<file path="src/rtl/bus_arbiter_pkg.sv">
// Shared definitions for the multi-master bus arbiter:
// FSM encoding, default bus widths and arbitration modes.
package bus_arbiter_pkg;

   localparam int ADDR_W_DEF = 27;
   localparam int DATA_W_DEF = 32;

   localparam logic [1:0] ST_IDLE  = 2'd0;
   localparam logic [1:0] ST_ISSUE = 2'd1;
   localparam logic [1:0] ST_WAIT  = 2'd2;
   localparam logic [1:0] ST_DONE  = 2'd3;

   typedef enum logic {
      MODE_FIXED = 1'b0,
      MODE_RR    = 1'b1
   } arb_mode_e;

   function automatic int idx_w(input int n);
      return (n <= 2) ? 1 : $clog2(n);
   endfunction

endpackage

</file>
<file path="src/rtl/bus_arbiter_rr_picker.sv">
// Combinational winner selection: round-robin from last_grant+1,
// or fixed priority with the lowest pending index winning.
module rr_picker
   import bus_arbiter_pkg::*;
#(
   parameter  int N  = 4,
   localparam int IW = idx_w(N)
) (
   input  logic [N-1:0]  pending,
   input  logic [IW-1:0] last_grant,
   input  arb_mode_e     mode,
   output logic [IW-1:0] index,
   output logic          valid
);

   logic [IW-1:0] base;
   logic [IW:0]   cand;

   always_comb begin
      base = '0;
      if (mode == MODE_RR && last_grant != IW'(N - 1))
         base = last_grant + IW'(1);
   end

   // Walk offsets from the far end so the nearest hit is written last.
   always_comb begin
      index = '0;
      valid = 1'b0;
      cand  = '0;
      for (int k = N - 1; k >= 0; k--) begin
         cand = {1'b0, base} + (IW + 1)'(k);
         if (cand >= (IW + 1)'(N))
            cand = cand - (IW + 1)'(N);
         if (pending[cand[IW-1:0]]) begin
            index = cand[IW-1:0];
            valid = 1'b1;
         end
      end
   end

endmodule

</file>
<file path="src/rtl/bus_arbiter.sv">
// N-master to single-slave bus arbiter with per-master pending slots,
// a four-state transfer FSM and an optional WAIT timeout.
module bus_arbiter
   import bus_arbiter_pkg::*;
#(
   parameter  int N_MASTERS = 4,
   parameter  int ADDR_W    = ADDR_W_DEF,
   parameter  int DATA_W    = DATA_W_DEF,
   parameter  int RR_MODE   = 1,
   parameter  int TIMEOUT   = 1023,
   localparam int GW        = idx_w(N_MASTERS)
) (
   input  logic                        clk,
   input  logic                        reset,
   input  logic [N_MASTERS*ADDR_W-1:0] m_addr,
   input  logic [N_MASTERS*DATA_W-1:0] m_data,
   input  logic [N_MASTERS-1:0]        m_we,
   input  logic [N_MASTERS-1:0]        m_start,
   output logic [N_MASTERS-1:0]        m_done,
   output logic                        m_err,
   output logic [DATA_W-1:0]           m_q,
   output logic [N_MASTERS-1:0]        m_ovf,
   output logic [ADDR_W-1:0]           bus_addr,
   output logic [DATA_W-1:0]           bus_data,
   output logic                        bus_we,
   output logic                        bus_start,
   input  logic [DATA_W-1:0]           bus_q,
   input  logic                        bus_done,
   output logic [GW-1:0]               grant,
   output logic                        busy
);

   localparam int CW = (TIMEOUT < 2) ? 1 : $clog2(TIMEOUT);
   localparam arb_mode_e MODE = (RR_MODE != 0) ? MODE_RR : MODE_FIXED;
   localparam logic [N_MASTERS-1:0] ONE = N_MASTERS'(1);

   logic [1:0]           state;
   logic [N_MASTERS-1:0] pending;
   logic [ADDR_W-1:0]    slot_addr [N_MASTERS];
   logic [DATA_W-1:0]    slot_data [N_MASTERS];
   logic [N_MASTERS-1:0] slot_we;
   logic [GW-1:0]        last_grant;
   logic [CW-1:0]        cnt;
   logic [GW-1:0]        pick;
   logic                 pick_vld;
   logic [N_MASTERS-1:0] in_flight;
   logic [N_MASTERS-1:0] accept;
   logic [N_MASTERS-1:0] drop;
   logic [N_MASTERS-1:0] clr;
   logic                 timeout_hit;

   rr_picker #(
      .N(N_MASTERS)
   ) u_pick (
      .pending   (pending),
      .last_grant(last_grant),
      .mode      (MODE),
      .index     (pick),
      .valid     (pick_vld)
   );

   assign busy = (state != ST_IDLE);

   // A master is in flight only until its DONE cycle, so a
   // restart coinciding with m_done is taken.
   assign in_flight = (state == ST_ISSUE || state == ST_WAIT)
                    ? (ONE << grant) : '0;
   assign drop   = m_start & (pending | in_flight);
   assign accept = m_start & ~(pending | in_flight);
   assign clr    = (state == ST_IDLE && pick_vld)
                 ? (ONE << pick) : '0;

   assign timeout_hit = (TIMEOUT != 0)
                     && (cnt == CW'(TIMEOUT - 1));

   always_ff @(posedge clk) begin
      for (int i = 0; i < N_MASTERS; i++) begin
         if (accept[i]) begin
            slot_addr[i] <= m_addr[i*ADDR_W +: ADDR_W];
            slot_data[i] <= m_data[i*DATA_W +: DATA_W];
            slot_we[i]   <= m_we[i];
         end
      end
   end

   always_ff @(posedge clk or negedge reset) begin
      if (!reset) begin
         pending <= '0;
         m_ovf   <= '0;
      end else begin
         pending <= (pending & ~clr) | accept;
         m_ovf   <= drop;
      end
   end

   always_ff @(posedge clk or negedge reset) begin
      if (!reset) begin
         state      <= ST_IDLE;
         grant      <= '0;
         last_grant <= GW'(N_MASTERS - 1);
         cnt        <= '0;
         bus_start  <= 1'b0;
         bus_addr   <= '0;
         bus_data   <= '0;
         bus_we     <= 1'b0;
         m_done     <= '0;
         m_err      <= 1'b0;
         m_q        <= '0;
      end else begin
         bus_start <= 1'b0;
         m_done    <= '0;
         unique case (state)
            ST_IDLE: begin
               if (pick_vld) begin
                  grant     <= pick;
                  bus_addr  <= slot_addr[pick];
                  bus_data  <= slot_data[pick];
                  bus_we    <= slot_we[pick];
                  bus_start <= 1'b1;
                  state     <= ST_ISSUE;
               end
            end
            ST_ISSUE: begin
               cnt <= '0;
               if (bus_done) begin
                  m_q    <= bus_q;
                  m_err  <= 1'b0;
                  m_done <= ONE << grant;
                  state  <= ST_DONE;
               end else begin
                  state <= ST_WAIT;
               end
            end
            ST_WAIT: begin
               if (bus_done) begin
                  m_q    <= bus_q;
                  m_err  <= 1'b0;
                  m_done <= ONE << grant;
                  state  <= ST_DONE;
               end else if (timeout_hit) begin
                  m_err  <= 1'b1;
                  m_done <= ONE << grant;
                  state  <= ST_DONE;
               end else begin
                  cnt <= cnt + CW'(1);
               end
            end
            ST_DONE: begin
               last_grant <= grant;
               state      <= ST_IDLE;
            end
            default: state <= ST_IDLE;
         endcase
      end
   end

endmodule

</file>
<file path="config.mk">
export PLATFORM = sky130hd
export DESIGN_NAME = bus_arbiter
export DESIGN_NICKNAME = d
export VERILOG_FILES = /design/src/rtl/bus_arbiter_pkg.sv /design/src/rtl/bus_arbiter_rr_picker.sv /design/src/rtl/bus_arbiter.sv
export SDC_FILE = /design/constraint.sdc
export NUM_CORES = 1
export LEC_CHECK = 0
export ABC_AREA = 1
export BUFFER_PORTS_ARGS = -buffer_cell sky130_fd_sc_hd__buf_2
export CORE_ASPECT_RATIO = 0.8
export CORE_UTILIZATION = 45
export CTS_CLUSTER_DIAMETER = 60
export DETAILED_ROUTE_END_ITERATION = 6
export PLACE_DENSITY = 0.68
export SLEW_MARGIN = 20
export SYNTH_ARGS = -nofsm -noshare
export SYNTH_HDL_FRONTEND = slang
export SYNTH_SLANG_ARGS = --single-unit
</file>
<file path="constraint.sdc">
create_clock -name clk -period 5.3 [get_ports clk]
set_input_delay 0.53 -clock clk [delete_from_list [all_inputs] [get_ports clk]]
set_output_delay 0.53 -clock clk [all_outputs]
set_load 0.02 [all_outputs]
</file>
==> flow_summary.toml, run 1 <==
[yosys]
avgSynthCellArea_um2 = 10.28
synth_area_um2 = 15300
syn_nets = 1774
ys_seq_area_share_pct = 67.06
syn_inst = 1488
ys_ff_latch = 362
synth_top_area_share_pct = 47.10
ys_warn_count = 0
yosysTopAreaCell = "edfxtp_1"
synth_area_leaders = "edfxtp_1, dfrtp_1, nand2_1, nand3_1, inv_1"
synth_cell_types = 31

[setup_path]
critPathMaxStageDelay_ns = 0.72
path_max_fanout = 62
reg2reg_to = "bus_addr[2]"
cp_data_arrival_time_ns = 4.15
reg2reg_depth = 16
required_ns = 5.72
crit_end = "bus_addr[2]"
r2r_start = "last_grant[0]"
worstSetupStartpoint = "last_grant[0]"
crit_type = "register to register"
critPathCaptureType = "register"
cp_cell_sequence = "ha_1, inv_1, nand2_1, nand2_1, nand2_1, nand2_1, nor2_1, nor2_1, nand2_4, nand2_4, buf_4, nand2_1, nand3_1, nand2_1, nand2_1, nand2_1"
startpoint_type = "register"
r2r_setup_slack_ns = 1.57
slowest_stage = "nand2_4"
critPathMostFrequentCell = "nand2_1"

[sta]
finalCritPeriodShare_pct = 70.42
tns_ns = 0
finalSetupViolCount = 0
skew_ns = 0.01603
worst_slew_pin_slew_ns = 1.091
maxSlewHeadroom_pct = 27.29
fmax_mhz = 267.9
hold_viol_final = 0
drv_slew = 0
rsz0062_at_grt = "no"
period_minus_slack_ns = 3.732

[clocking]
htree_levels = 2
postCtsSetupRepairBufs = 0
cts_tree = "built"
insertion_delay_ns = 0.53
post_cts_resized = 0
root_buffer = "clkbuf_16"
clk_pin_slew_worst_paths_ns = 0.06
cts_buffers = 38
cts_hold_buf = 0
cts.sinks = 362
clock_path_buffers = 3

[global_routing]
grt_start_max_net_pins = 80
grt_pass1_wl_um = 62360
antenna_found_initial = 8
gr-total-overflow = 0
grt_pass1_vias = 11410
track_usage_pct = 23.26

[cells_and_area]
mostFrequentLayoutCell = "nand2_1"
drive_gt1_share_pct = 26.64
nets = 2144
area_growth_pct = 23.34
fin_util_pct = 56.24
num-fill-cells = 2900
mostFrequentLayoutCells = "nand2_1, buf_2, inv_1, nand3_1, edfxtp_1"

[die]
die_y_um = 166.9
initial_core_util_pct = 45.60
num_rows = 60
die_area_um2 = 34750
design.core.area_um2 = 33560
io_pins = 384
die_x_um = 208.2

[routing]
drc = 0
vias = 11530
routedWlPerCell_um = 17.32
ant_nets = 0
routed_via_density = 4.954
drt-pass1-iter-count = 6
totalWireLength_um = 40300
first_iter_violations = 900

[pwr]
p_per_area_nw_per_um2 = 747.0
p_leak_nw = 9.412
vdd_drop_max_mv = 0.8295
fin_total_pwr_mw = 14.10

[hold_path]
hold_path_class = "input port to asynchronous set/reset pin"

[run]
maxCapViolations = 0

[placed_design]
hpwl_um = 26620
io_buffers = 383
gp_congestion = 0.8547

[outcome]
outcome = "complete, no violations"
logic make-up (layout without fill, tap and decap cells):
family	after synthesis	count (layout)	synth area share [%]
flops	362	362	67.06
xor+xnor	4	4	0.2289
simple gates	705	705	19.67
compound gates	31	31	1.128
mux	32	32	2.355
buf+inv	347	747	8.978
other cells	0	5	0
fa+ha+maj	7	7	0.5723
final cells by class:
class	instances	area, µm²	share of cell area (%)
multi-input combinational	779	3704	19.62
tap	434	543.0	2.877
sequential	362	10260	54.38
antenna	5	12.51	0.06630
inverter	280	1054	5.582
clock buffer	58	1165	6.172
timing repair buffer	397	2041	10.81
clock inverter	12	92.59	0.4906
critical path, delay by kind of cell, from the launching register on:
family / cells / cell delay [ns]
AND/OR/NAND/NOR: 13 / 2.07
flip-flops: 1 / 0.58
adder cells (fa/ha/maj): 1 / 0.29
buffers and inverters: 2 / 0.61
sequential cells by signal, summed over array words and instances (netlist names):
name / flops
slot_data: 128
slot_addr: 108
bus_we: 1
bus_data: 32
m_err: 1
last_grant: 2
bus_addr: 27
bus_start: 1
m_done: 4
cnt: 10
m_q: 32
grant: 2
pending: 4
slot_we: 4
m_ovf: 4
state: 2
report_power, final:
group / switching [mW] / internal [mW] / total, mW
combinational: 5.07 / 2.17 / 7.24
clock: 1.08 / 1.57 / 2.65
sequential: 0.320 / 3.88 / 4.20
total: 6.48 / 7.62 / 14.1
layer usage:
metal | track usage [%] | part of all wire, % | vias up
met1 | 30.76 | 43 | 5472
met5 | 0 | 0.067 | -
met2 | 38.50 | 48 | 468
met4 | 7.118 | 2.2 | 4
met3 | 4.959 | 7.1 | 65
li1 | - | - | 5518
synth_stat cells (all sizes together):
library cell	number
o21ai	16
a21boi	2
nor3	5
nor4	2
clkbuf	20
o21a	1
xor2	4
o22ai	1
nor3b	1
o31ai	1
mux2	32
ha	7
buf	47
o32ai	1
a21oi	8
nand4	2
o21bai	1
nor2	21
dfstp	2
edfxtp	240
nand3	259
dfrtp	120
inv	280
nand2	415
worst min-delay path by stage:
| stage | from | cells past startpoint | end |
|---|---|---|---|
| final | reset | 1 | m_q[19] |
| after global routing | reset | 1 | m_q[19] |
| after CTS | reset | 1 | m_q[0] |
| after detailed placement | bus_data[28] | 2 | bus_data[28] |
| after global placement | bus_addr[13] | 2 | bus_addr[13] |
| after floorplan | reset | 0 | bus_addr[0] |
per-stage QoR:
step	std cells	hold slack [ns]	cell area (µm²)	setup slack (ns)
5_1_grt	2326	0.09035	18870	1.187
2_1_floorplan	1488	0.2344	15300	1.177
4_1_cts	2322	0.04846	18860	1.568
3_3_place_gp	2252	0.4579	17600	1.671
6_report	2327	0.04305	18870	1.568
3_5_place_dp	2252	0.4604	17600	1.574
(Power assumes the default switching activity.)
==> run 2, diff against run 1 <==
- clock period: 5.3 -> 3.5 ns (I/O delays scaled with it)
==> run 2 against run 1 <==
Net effect:
- fmax increased by 27%
- clock power increased by 54%
- clock skew increased by 0.0095 ns
- setup slack got worse by 1.0 ns
- worst hold slack got worse by 0.014 ns
- register-to-register slack got worse by 1.0 ns
- sequential share of layout area decreased by 6.2 points
==> flow_summary.toml, run 2 (synthesized netlist as in run 1, its figures left out) <==
[die]
num_rows = 60
design.core.area_um2 = 33560
die_x_um = 208.2
die_y_um = 166.9
initial_core_util_pct = 45.60
io_pins = 384
die_area_um2 = 34750

[global_routing]
grt_pass1_wl_um = 69280
track_usage_pct = 25.74
grt_pass1_vias = 12870
antenna_found_initial = 1
busiest_layer = "met2"
grt_start_max_net_pins = 122
met1_usage_pct = 32.83
gr-total-overflow = 0
use_met3_pct = 4.752
use_met2_pct = 43.06

[run]
maxCapViolations = 0

[pwr]
fin_total_pwr_mw = 22.25
p_leak_nw = 10.43
p_per_area_nw_per_um2 = 1044
vdd_drop_max_mv = 0.8658

[setup_path]
critPathCaptureType = "register"
r2r_setup_slack_ns = 0.55
critPathMostFrequentCell = "nand2_1"
required_ns = 3.91
path_max_fanout = 34
crit_type = "register to register"
critPathMaxStageDelay_ns = 0.58
startpoint_type = "register"
slowest_stage = "dfstp_2"
cp_data_arrival_time_ns = 3.36
cp_cell_sequence = "ha_1, inv_1, nand2_1, nand2_1, nand2_1, nand2_1, nor2_1, nand2_1, nand2_4, inv_2, buf_4, nand2_1, o21ai_0, o21ai_1"

[hold_path]
hold_path_class = "input port to register"

[sta]
tns_ns = 0
finalSetupViolCount = 0
worst_slack_ns = 0.5537
hold-worst-slack_ns = 0.02904
drv_slew = 0
period_minus_slack_ns = 2.946
hold_viol_final = 0
maxSlewHeadroom_pct = 42.60
fmax_mhz = 339.4
skew_ns = 0.02558
rsz0062_at_grt = "no"
finalCritPeriodShare_pct = 84.18
worst_slew_pin_slew_ns = 0.8611

[cells_and_area]
top_register = "slot_data"
num-fill-cells = 2596
nets = 2377
drive_gt1_share_pct = 24.09
mostFrequentLayoutCells = "nand2_1, buf_2, inv_1, nand3_1, edfxtp_1"
area_growth_pct = 39.35
largest_reg_flops = 128
final_cells = 2556
fin_util_pct = 63.54
stdcell_area_um2 = 21320
top_regs = "slot_data x128, slot_addr x108"
mostFrequentLayoutCell = "nand2_1"

[routing]
drc = 0
totalWireLength_um = 44710
drt-pass1-iter-count = 5
routed_via_density = 4.964
ant_nets = 0
first_iter_violations = 984
routedWlPerCell_um = 17.49
vias = 12690

[clocking]
post_cts_resized = 0
root_buffer = "clkbuf_16"
cts.sinks = 362
clock_path_buffers = 3
cts_hold_buf = 227
insertion_delay_ns = 0.54
cts_buffers = 38
clk_pin_slew_worst_paths_ns = 0.06
postCtsSetupRepairBufs = 0
cts_tree = "built"
htree_levels = 2

[outcome]
outcome = "complete, no violations"

[placed_design]
pre_cts_ws_ns = 0.5931
hpwl_um = 26170
dp_cells = 2257
placed_area_um2 = 17750
io_buffers = 383
gp_congestion = 0.8406
run 2: area by class of cell:
| type | instances | area (µm²) | area share, % |
|---|---|---|---|
| clock inverters | 17 | 158.9 | 0.7452 |
| repair buffers | 630 | 4473 | 20.98 |
| well taps | 434 | 543.0 | 2.547 |
| inverters | 280 | 1051 | 4.929 |
| diodes | 1 | 2.502 | 0.01174 |
| multi-input cells | 779 | 3704 | 17.37 |
| flip-flops and latches | 362 | 10260 | 48.13 |
| clock buffers | 53 | 1129 | 5.293 |
run 2: worst max-delay path: cells and delay by family (launching register included):
| family | cells | cell delay [ns] |
|---|---|---|
| AOI/OAI and AO/OA | 2 | 0.27 |
| adders and majority gates | 1 | 0.30 |
| buffers and inverters | 3 | 0.72 |
| DFF | 1 | 0.58 |
| and+or+nand+nor | 8 | 0.94 |
run 2: power breakdown:
part | leakage (nW) | total [mW] | switching [mW] | internal, mW
Clock | 0.626 | 4.09 | 1.68 | 2.41
Sequential | 3.71 | 6.38 | 0.506 | 5.88
Combinational | 6.10 | 11.8 | 7.96 | 3.82
Total | 10.4 | 22.3 | 10.1 | 12.1
run 2: path summary, 6_finish.rpt:
| check | startpoint | to | cells after the start |
|---|---|---|---|
| max | last_grant[0] | pending[3] | 14 |
| min | m_data[111] | slot_data[3][15] | 1 |
| max reg2reg | last_grant[0] | pending[3] | 14 |
| min reg2reg | bus_addr[0] | bus_addr[0] | 2 |
| max in group asynchronous | reset | m_q[22] | 3 |
| min in group asynchronous | reset | bus_data[1] | 2 |
run 2: layer usage:
metal / wire length [µm] / share of wire [%] / vias up
li1: - / - / 5968
met1: 18280 / 41 / 6020
met2: 21730 / 49 / 578
met3: 2988 / 6.7 / 122
met4: 1707 / 3.8 / 0
met5: 0 / 0 / -
